## config.mk

```make
export PLATFORM = sky130hd
export DESIGN_NAME = led_stripe_encoder
export DESIGN_NICKNAME = d
export VERILOG_FILES = /design/src/rtl/led_stripe_encoder.sv
export SDC_FILE = /design/constraint.sdc
export NUM_CORES = 1
export LEC_CHECK = 0
export BUFFER_PORTS_ARGS = -buffer_cell sky130_fd_sc_hd__buf_2
export CAP_MARGIN = 5
export CORE_UTILIZATION = 59
export CTS_BUF_LIST = sky130_fd_sc_hd__clkbuf_2
export CTS_CLUSTER_DIAMETER = 120
export CTS_CLUSTER_SIZE = 40
export DETAILED_ROUTE_END_ITERATION = 6
export HOLD_SLACK_MARGIN = 0.12
export PLACE_DENSITY = 0.87
export SLEW_MARGIN = 20
export SYNTH_ARGS = -nofsm -noshare
export SYNTH_HDL_FRONTEND = slang
export SYNTH_SLANG_ARGS = --single-unit
```

## constraint.sdc

```tcl
create_clock -name clk -period 2.5 [get_ports clk]
set_input_delay 0.125 -clock clk [delete_from_list [all_inputs] [get_ports clk]]
set_output_delay 0.125 -clock clk [all_outputs]
set_load 0.03 [all_outputs]
```

## src/rtl/led_stripe_encoder.sv

```systemverilog
// WS2812-class serial LED encoder: shifts valid/ready pixel words MSB-first onto a
// registered stripe pin with internally generated high/low bit timings and a frame latch.
module led_stripe_encoder #(
    parameter int unsigned PIXEL_BITS = 24,
    parameter int unsigned T0H        = 10,
    parameter int unsigned T1H        = 20,
    parameter int unsigned T0L        = 21,
    parameter int unsigned T1L        = 11,
    parameter int unsigned TRST       = 1250,
    parameter int unsigned CNT_W      = 11,
    parameter bit          OUT_INV    = 1'b0
) (
    input  logic                  clk,
    input  logic                  rstn,
    input  logic [PIXEL_BITS-1:0] pixel_data,
    input  logic                  pixel_last,
    input  logic                  pixel_valid,
    output logic                  pixel_ready,
    output logic                  busy,
    output logic                  underrun,
    output logic                  led_stripe_pin,
    output logic [1:0]            state_dbg
);

    // Handshake: a pixel transfers on every clock edge where pixel_valid and
    // pixel_ready are both high; pixel_ready never depends on pixel_valid.

    localparam int unsigned IDX_W = $clog2(PIXEL_BITS);

    localparam logic [CNT_W-1:0] C_T0H  = CNT_W'(T0H - 1);
    localparam logic [CNT_W-1:0] C_T1H  = CNT_W'(T1H - 1);
    localparam logic [CNT_W-1:0] C_T0L  = CNT_W'(T0L - 1);
    localparam logic [CNT_W-1:0] C_T1L  = CNT_W'(T1L - 1);
    localparam logic [CNT_W-1:0] C_TRST = CNT_W'(TRST - 1);

    typedef enum logic [1:0] {LATCH = 2'd0, IDLE = 2'd1, HIGH = 2'd2, LOW = 2'd3} state_t;

    state_t                state, state_n;
    logic [CNT_W-1:0]      cnt, cnt_n;
    logic [PIXEL_BITS-1:0] shreg, shreg_n;
    logic [IDX_W-1:0]      idx, idx_n;
    logic                  last_q, last_n;
    logic                  underrun_q, underrun_n;
    logic                  pin_q;
    logic                  bit_end, last_bit, accept, load;

    assign bit_end  = (cnt == '0);
    assign last_bit = (idx == '0);

    // Ready also opens on the closing LOW cycle of a non-final pixel so frames stream gap-free.
    assign pixel_ready = (state == IDLE) || ((state == LOW) && bit_end && last_bit && !last_q);
    assign accept      = pixel_valid && pixel_ready;

    always_comb begin
        state_n    = state;
        cnt_n      = cnt - CNT_W'(1);
        shreg_n    = shreg;
        idx_n      = idx;
        last_n     = last_q;
        underrun_n = 1'b0;
        load       = 1'b0;
        case (state)
            LATCH: begin
                if (bit_end) begin
                    state_n = IDLE;
                    cnt_n   = '0;
                end
            end
            IDLE: begin
                cnt_n = cnt;
                load  = accept;
            end
            HIGH: begin
                if (bit_end) begin
                    state_n = LOW;
                    cnt_n   = shreg[PIXEL_BITS-1] ? C_T1L : C_T0L;
                end
            end
            LOW: begin
                if (bit_end) begin
                    if (!last_bit) begin
                        shreg_n = shreg << 1;
                        idx_n   = idx - IDX_W'(1);
                        state_n = HIGH;
                        cnt_n   = shreg[PIXEL_BITS-2] ? C_T1H : C_T0H;
                    end else if (accept) begin
                        load = 1'b1;
                    end else if (last_q) begin
                        state_n = LATCH;
                        cnt_n   = C_TRST;
                    end else begin
                        state_n    = IDLE;
                        cnt_n      = '0;
                        underrun_n = 1'b1;
                    end
                end
            end
            default: begin
                state_n = LATCH;
                cnt_n   = C_TRST;
            end
        endcase
        if (load) begin
            shreg_n = pixel_data;
            last_n  = pixel_last;
            idx_n   = IDX_W'(PIXEL_BITS - 1);
            state_n = HIGH;
            cnt_n   = pixel_data[PIXEL_BITS-1] ? C_T1H : C_T0H;
        end
    end

    always_ff @(posedge clk or negedge rstn) begin
        if (!rstn) begin
            state      <= LATCH;
            cnt        <= C_TRST;
            shreg      <= '0;
            idx        <= '0;
            last_q     <= 1'b0;
            underrun_q <= 1'b0;
            pin_q      <= OUT_INV;
        end else begin
            state      <= state_n;
            cnt        <= cnt_n;
            shreg      <= shreg_n;
            idx        <= idx_n;
            last_q     <= last_n;
            underrun_q <= underrun_n;
            // Pin follows the next state so it is high exactly while in HIGH, with no decode glitches.
            pin_q      <= (state_n == HIGH) ^ OUT_INV;
        end
    end

    assign busy           = (state != IDLE);
    assign underrun       = underrun_q;
    assign led_stripe_pin = pin_q;
    assign state_dbg      = state;

endmodule

```

---- Word-level counts from Yosys, hierarchy flattened ----
Index checks and enable logic that the tools add are counted.
word-level totals
  register bits ........................... 45
  input port bits ......................... 28
  logic and storage cells ................. 64
operators by class
  mux-type cells .......................... 36
  equal/unequal tests ..................... 7
  reduce and logical (&&, ||, !) cells .... 12
  add/sub/neg operators ................... 2
operators by type and width
  cell                   number
  $mux 24                4
  $mux 11                7
  $mux 5                 7
  $pmux 11 s3            1
  $mux 2                 6
  $logic_not 11->1       1
  $sub 11x1->11 const B  1
  $mux 1                 9
  $eq 2x2->1 const B     3
  $pmux 2 s3             1
  $logic_not 5->1        1
  $sub 5x1->5 const B    1
  $logic_and 1x1->1      4
  $ne 2x1->1 const B     2
  $reduce_bool 2->1      2
  $reduce_and 3->1       1
  $eq 2x1->1 const B     1
  $logic_not 2->1        1
  $ne 2x2->1 const B     1
  $pmux 1 s2             1
  $logic_not 1->1        1
  $logic_or 1x1->1       1

---- Logic depth before layout (Yosys ltp) ----
  depth after elaboration ................. 12
  gate-level depth with buffers ........... 9

---- Worst setup path after synthesis ----
OpenSTA, ideal clock, no wires.
  path kind ............................... register -> register
  from .................................... register idx[0]
  to ...................................... register shreg[10]
  cell stages (with the launch flop) ...... 10
  buffers on the path ..................... 2
  arrival time ............................ 1.935 ns
  setup slack ............................. 0.439 ns
  required time ........................... 2.374 ns
  path through ............................ dfrtp_1 > inv_1 > ha_1 > nor4b_4 > nand2b_1 > o21ai_1 > buf_2 > a21oi_4 > buf_6 > a221o_1
between the ends
  word-level cells in the longest chain between the ends .. 11
  elaborated cells on any way between the ends .. 14
  classes of those cells .................. eq/ne: 1; mux: 5; reduce/logical: 8
ends and longest elaborated chain
  element                                                           RTL line  text
  start: declaration                                                41        logic [IDX_W-1:0] idx, idx_n;
  start signal: assignment                                          125       idx <= idx_n;
  $logic_not 5->1 *                                                 48        assign last_bit = (idx == '0);
  $logic_and 1x1->1 (2 in series)                                   51        assign pixel_ready = (state == IDLE) || ((state == LOW) && bit_end && last_bit && !last_q);
  $logic_or 1x1->1                                                  51
  $logic_and 1x1->1                                                 52        assign accept = pixel_valid && pixel_ready;
  $mux 1                                                            86        end else if (accept) begin
  $mux 1                                                            81        if (!last_bit) begin
  $mux 1                                                            80        if (bit_end) begin
  $pmux 1 s2                                                        62        case (state)
  $ne 2x1->1 (no source line) or $reduce_bool 2->1 (tied branches)  -
  $reduce_and 3->1 (no source line)                                 -
  end signal: assignment                                            124       shreg <= shreg_n;
  end: declaration                                                  40        logic [PIXEL_BITS-1:0] shreg, shreg_n;
Every way passes the cells marked *; elsewhere a longest branch is shown, timed or not.
A chain may end at the register's enable or synchronous reset.

---- Final worst setup path ----
  from .................................... register idx[0]
  to ...................................... output pixel_ready
between the ends
  word-level cells in the longest chain between the ends .. 4
ends and longest elaborated chain
  element                          RTL line  text
  $logic_not 5->1                  48
  $logic_and 1x1->1 (2 in series)  51
  $logic_or 1x1->1                 51
  end: declaration                 18        output logic pixel_ready,
Every way passes these cells.

==> flow_metrics.py <==
metrics = {
    "run_status": {
        "outcome": "completed",
    },
    "sta": {
        "hold_viol_final": 0,
        "fin_crit_sh_pct": 98.5,
        "worstMarginPinSlew_ns": 0.995,
        "max_slew_margin_pct": 33.7,
        "min_period_ns": 2.46,
        "slew_viol_final": 0,
        "setup_ws_ns": 0.0367,
        "fmax_mhz": 406,
        "finClkSkew_ns": 0.0233,
        "setup_viol": 0,
    },
    "placed_design": {
        "hpwl_mm": 3.68,
        "dp_worst_setup_slack_ns": 0.280,
        "io_buffers": 33,
        "place_congestion": 0.859,
    },
    "power_and_ir_drop": {
        "power_density_nw_per_um2": 427,
        "leakagePower_nw": 1.50,
        "p_total_mw": 1.32,
        "ir_drop_mv": 0.341,
    },
    "synthesis": {
        "synth_area_um2": 2430,
        "synth-edff-count": 0,
        "syn-num-nets": 267,
        "ys.flop_type": "dfrtp_1",
        "yosysUniqueCellTypes": 51,
        "yosysWarnings": 0,
        "avgSynthCellArea_um2": 10.4,
        "synth.ff_latch_count": 45,
        "ys_async_sr_fraction_pct": 100,
        "ys_seq_area_share_pct": 46.6,
        "syn_inst": 235,
    },
    "critical_path": {
        "timing.critical_path.max_delay_family": "simple AND/OR/NAND/NOR gates",
        "slowest_stage": "dfrtp_1",
        "path_class": "register to primary output",
        "arrival_ns": 2.34,
        "slowest_delay_ns": 0.47,
        "path_buf_inv": 3,
        "start_kind": "register",
        "critPathCaptureType": "primary output",
        "cp.required_ns": 2.38,
        "crit_path_max_fanout": 7,
        "worstPathCellList": "inv_1, ha_1, nor4b_4, nand2b_1, o21ai_2, buf_4, and2_1, clkbuf_4",
    },
    "global_route": {
        "grt_pass1_wl_mm": 10.5,
        "first_global_vias": 2198,
        "grt_overflow": 0,
        "track_usage_pct": 32.7,
        "antenna_found_initial": 0,
        "grt_max_degree": 46,
    },
    "clock_network": {
        "clock-sinks": 45,
        "clock_latency_ns": 0.43,
        "root_buffer": "clkbuf_2",
        "path_clk_slew_ns": 0.23,
        "cts_made_buffers": 5,
        "h-tree-depth": 2,
        "clockBufferDepth": 2,
        "tritoncts": "done",
    },
    "worst_hold_path": {
        "hp-class": "primary input to asynchronous set/reset pin",
    },
    "routing": {
        "routed_wl_mm": 7.16,
        "drcViolationCount": 0,
        "antenna_left": 0,
        "drt_pass1_iterations": 6,
        "drtIter0Drc": 417,
        "routed_via_density": 6.69,
        "vias": 2367,
        "wl_per_cell_um": 20.2,
    },
    "cells_and_area": {
        "drive_gt1_share_pct": 25.5,
        "syn_to_final_growth_pct": 27.1,
        "antenna_cells": 0,
        "final_nets": 337,
    },
    "floorplan": {
        "die_area_um2": 4380,
        "fp.dieH_um": 66.2,
        "coreArea_um2": 3800,
        "start_util_pct": 64.0,
        "die_w_um": 66.2,
        "rows": 22,
        "io_pins": 34,
    },
    "job": {
        "cap_violations": 0,
    },
}
[cells in the final DEF (no fill, tap or decap), types with 3 or more instances in the layout]
master / instances
a21oi_1: 7
nand2_1: 15
ha_1: 4
and3_1: 20
mux2i_1: 5
dfstp_2: 5
a221o_1: 19
xor2_1: 5
dfrtp_1: 40
inv_1: 9
clkbuf_2: 5
buf_2: 32
nor3_1: 8
nor2_1: 10
o21ai_0: 18
nand3_1: 10
nand4_1: 3
dlygate4sd3_1: 27
buf_4: 17
nand2b_1: 3
[what timing repair did]
action | 4_1_cts | 5_1_grt
hold buffers | 26 | 1
endpoints found under the setup margin | 1 | 1
setup buffers | 0 | 11
resized for setup | 0 | 2
endpoints found under the hold margin | 67 | 1
pin swaps | 1 | 1
[Yosys cell counts (2+ instances only)]
| master | instances | area share (%) |
|---|---|---|
| nor4_1 | 2 | 0.51 |
| or3_1 | 2 | 0.51 |
| dfrtp_1 | 40 | 41 |
| mux2i_1 | 5 | 2.1 |
| and3_1 | 20 | 5.1 |
| ha_1 | 4 | 2.1 |
| clkbuf_1 | 7 | 1.1 |
| nand4_1 | 3 | 0.77 |
| dfstp_2 | 5 | 5.4 |
| nand3_1 | 10 | 2.1 |
| a211o_1 | 2 | 0.72 |
| a221o_1 | 19 | 7.8 |
| nor4b_4 | 2 | 2.0 |
| o21ai_0 | 18 | 3.7 |
| nor3_4 | 2 | 1.3 |
| xor2_1 | 5 | 1.8 |
| inv_1 | 9 | 1.4 |
| nor3_1 | 8 | 1.6 |
| and2_1 | 2 | 0.51 |
| nand2b_1 | 3 | 0.77 |
| nor2_1 | 10 | 1.5 |
| a21oi_1 | 7 | 1.4 |
| buf_2 | 6 | 1.2 |
| a222oi_1 | 2 | 0.82 |
| nand2_1 | 15 | 2.3 |
| or3b_2 | 2 | 0.72 |
[kinds of logic after synthesis]
logic type / count (synthesis) / synth area share (%)
AO/OA/AOI/OAI: 61 / 19.1
XOR/XNOR: 6 / 2.16
adder cells (fa/ha/maj): 4 / 2.06
buffers and inverters: 24 / 4.73
flip-flops: 45 / 46.6
multiplexers: 6 / 2.52
AND/OR/NAND/NOR: 89 / 22.8
[report_power, final]
group / internal [mW] / switching, mW
Clock: 0.267 / 0.246
Combinational: 0.0433 / 0.0317
Sequential: 0.730 / 0
Total: 1.04 / 0.278
[area by class of cell]
type                            count  area (µm²)
Multi-Input combinational cell    166        1190
Sequential cell                    45        1130
Fill cell                         206         708
Timing Repair Buffer               78         586
Clock inverter                      3        65.1
Tap cell                           48        60.1
Inverter                            9        33.8
Clock buffer                        5        25.0
[stage by stage]
stage / instances / area [µm²] / TNS (ns) / hold slack [ns] / util [%]
6_report: 354 / 3090 / 0 / 0.352 / 81.4
5_1_grt: 354 / 3090 / -0.0830 / 0.403 / 81.4
4_1_cts: 342 / 2990 / 0 / 0.121 / 78.8
3_5_place_dp: 308 / 2640 / 0 / 0.331 / 69.5
3_3_place_gp: 308 / 2640 / 0 / 0.327 / 69.5
2_1_floorplan: 235 / 2430 / 0 / -0.171 / -
[state kept, by name, summed over array words and instances, names as in the netlist]
signal	count
cnt	11
idx	5
underrun	1
state_dbg	2
shreg	24
last_q	1
led_stripe_pin	1
[layer usage]
| metal | wire [µm] | up-vias | part of all wire [%] | global-route usage, % |
|---|---|---|---|---|
| met5 | 0 | - | 0 | 0 |
| met4 | 257 | 0 | 3.6 | 13.6 |
| met3 | 664 | 30 | 9.3 | 8.28 |
| met2 | 3480 | 178 | 49 | 49.2 |
| met1 | 2750 | 1136 | 38 | 44.8 |
| li1 | - | 1023 | - | - |
[worst paths after layout]
kind,to,slack [ns],from,cells after the start
setup / recovery,pixel_ready,0.04,idx[0],8
hold / removal,shreg[8],0.35,rstn,2
setup reg to reg,cnt[6],0.15,idx[0],8
hold reg to reg,shreg[19],0.54,shreg[19],1
max in group asynchronous,idx[4],1.52,rstn,2
min in group clk,shreg[11],0.43,pixel_data[11],4
Power figures use the tool's default switching activity.
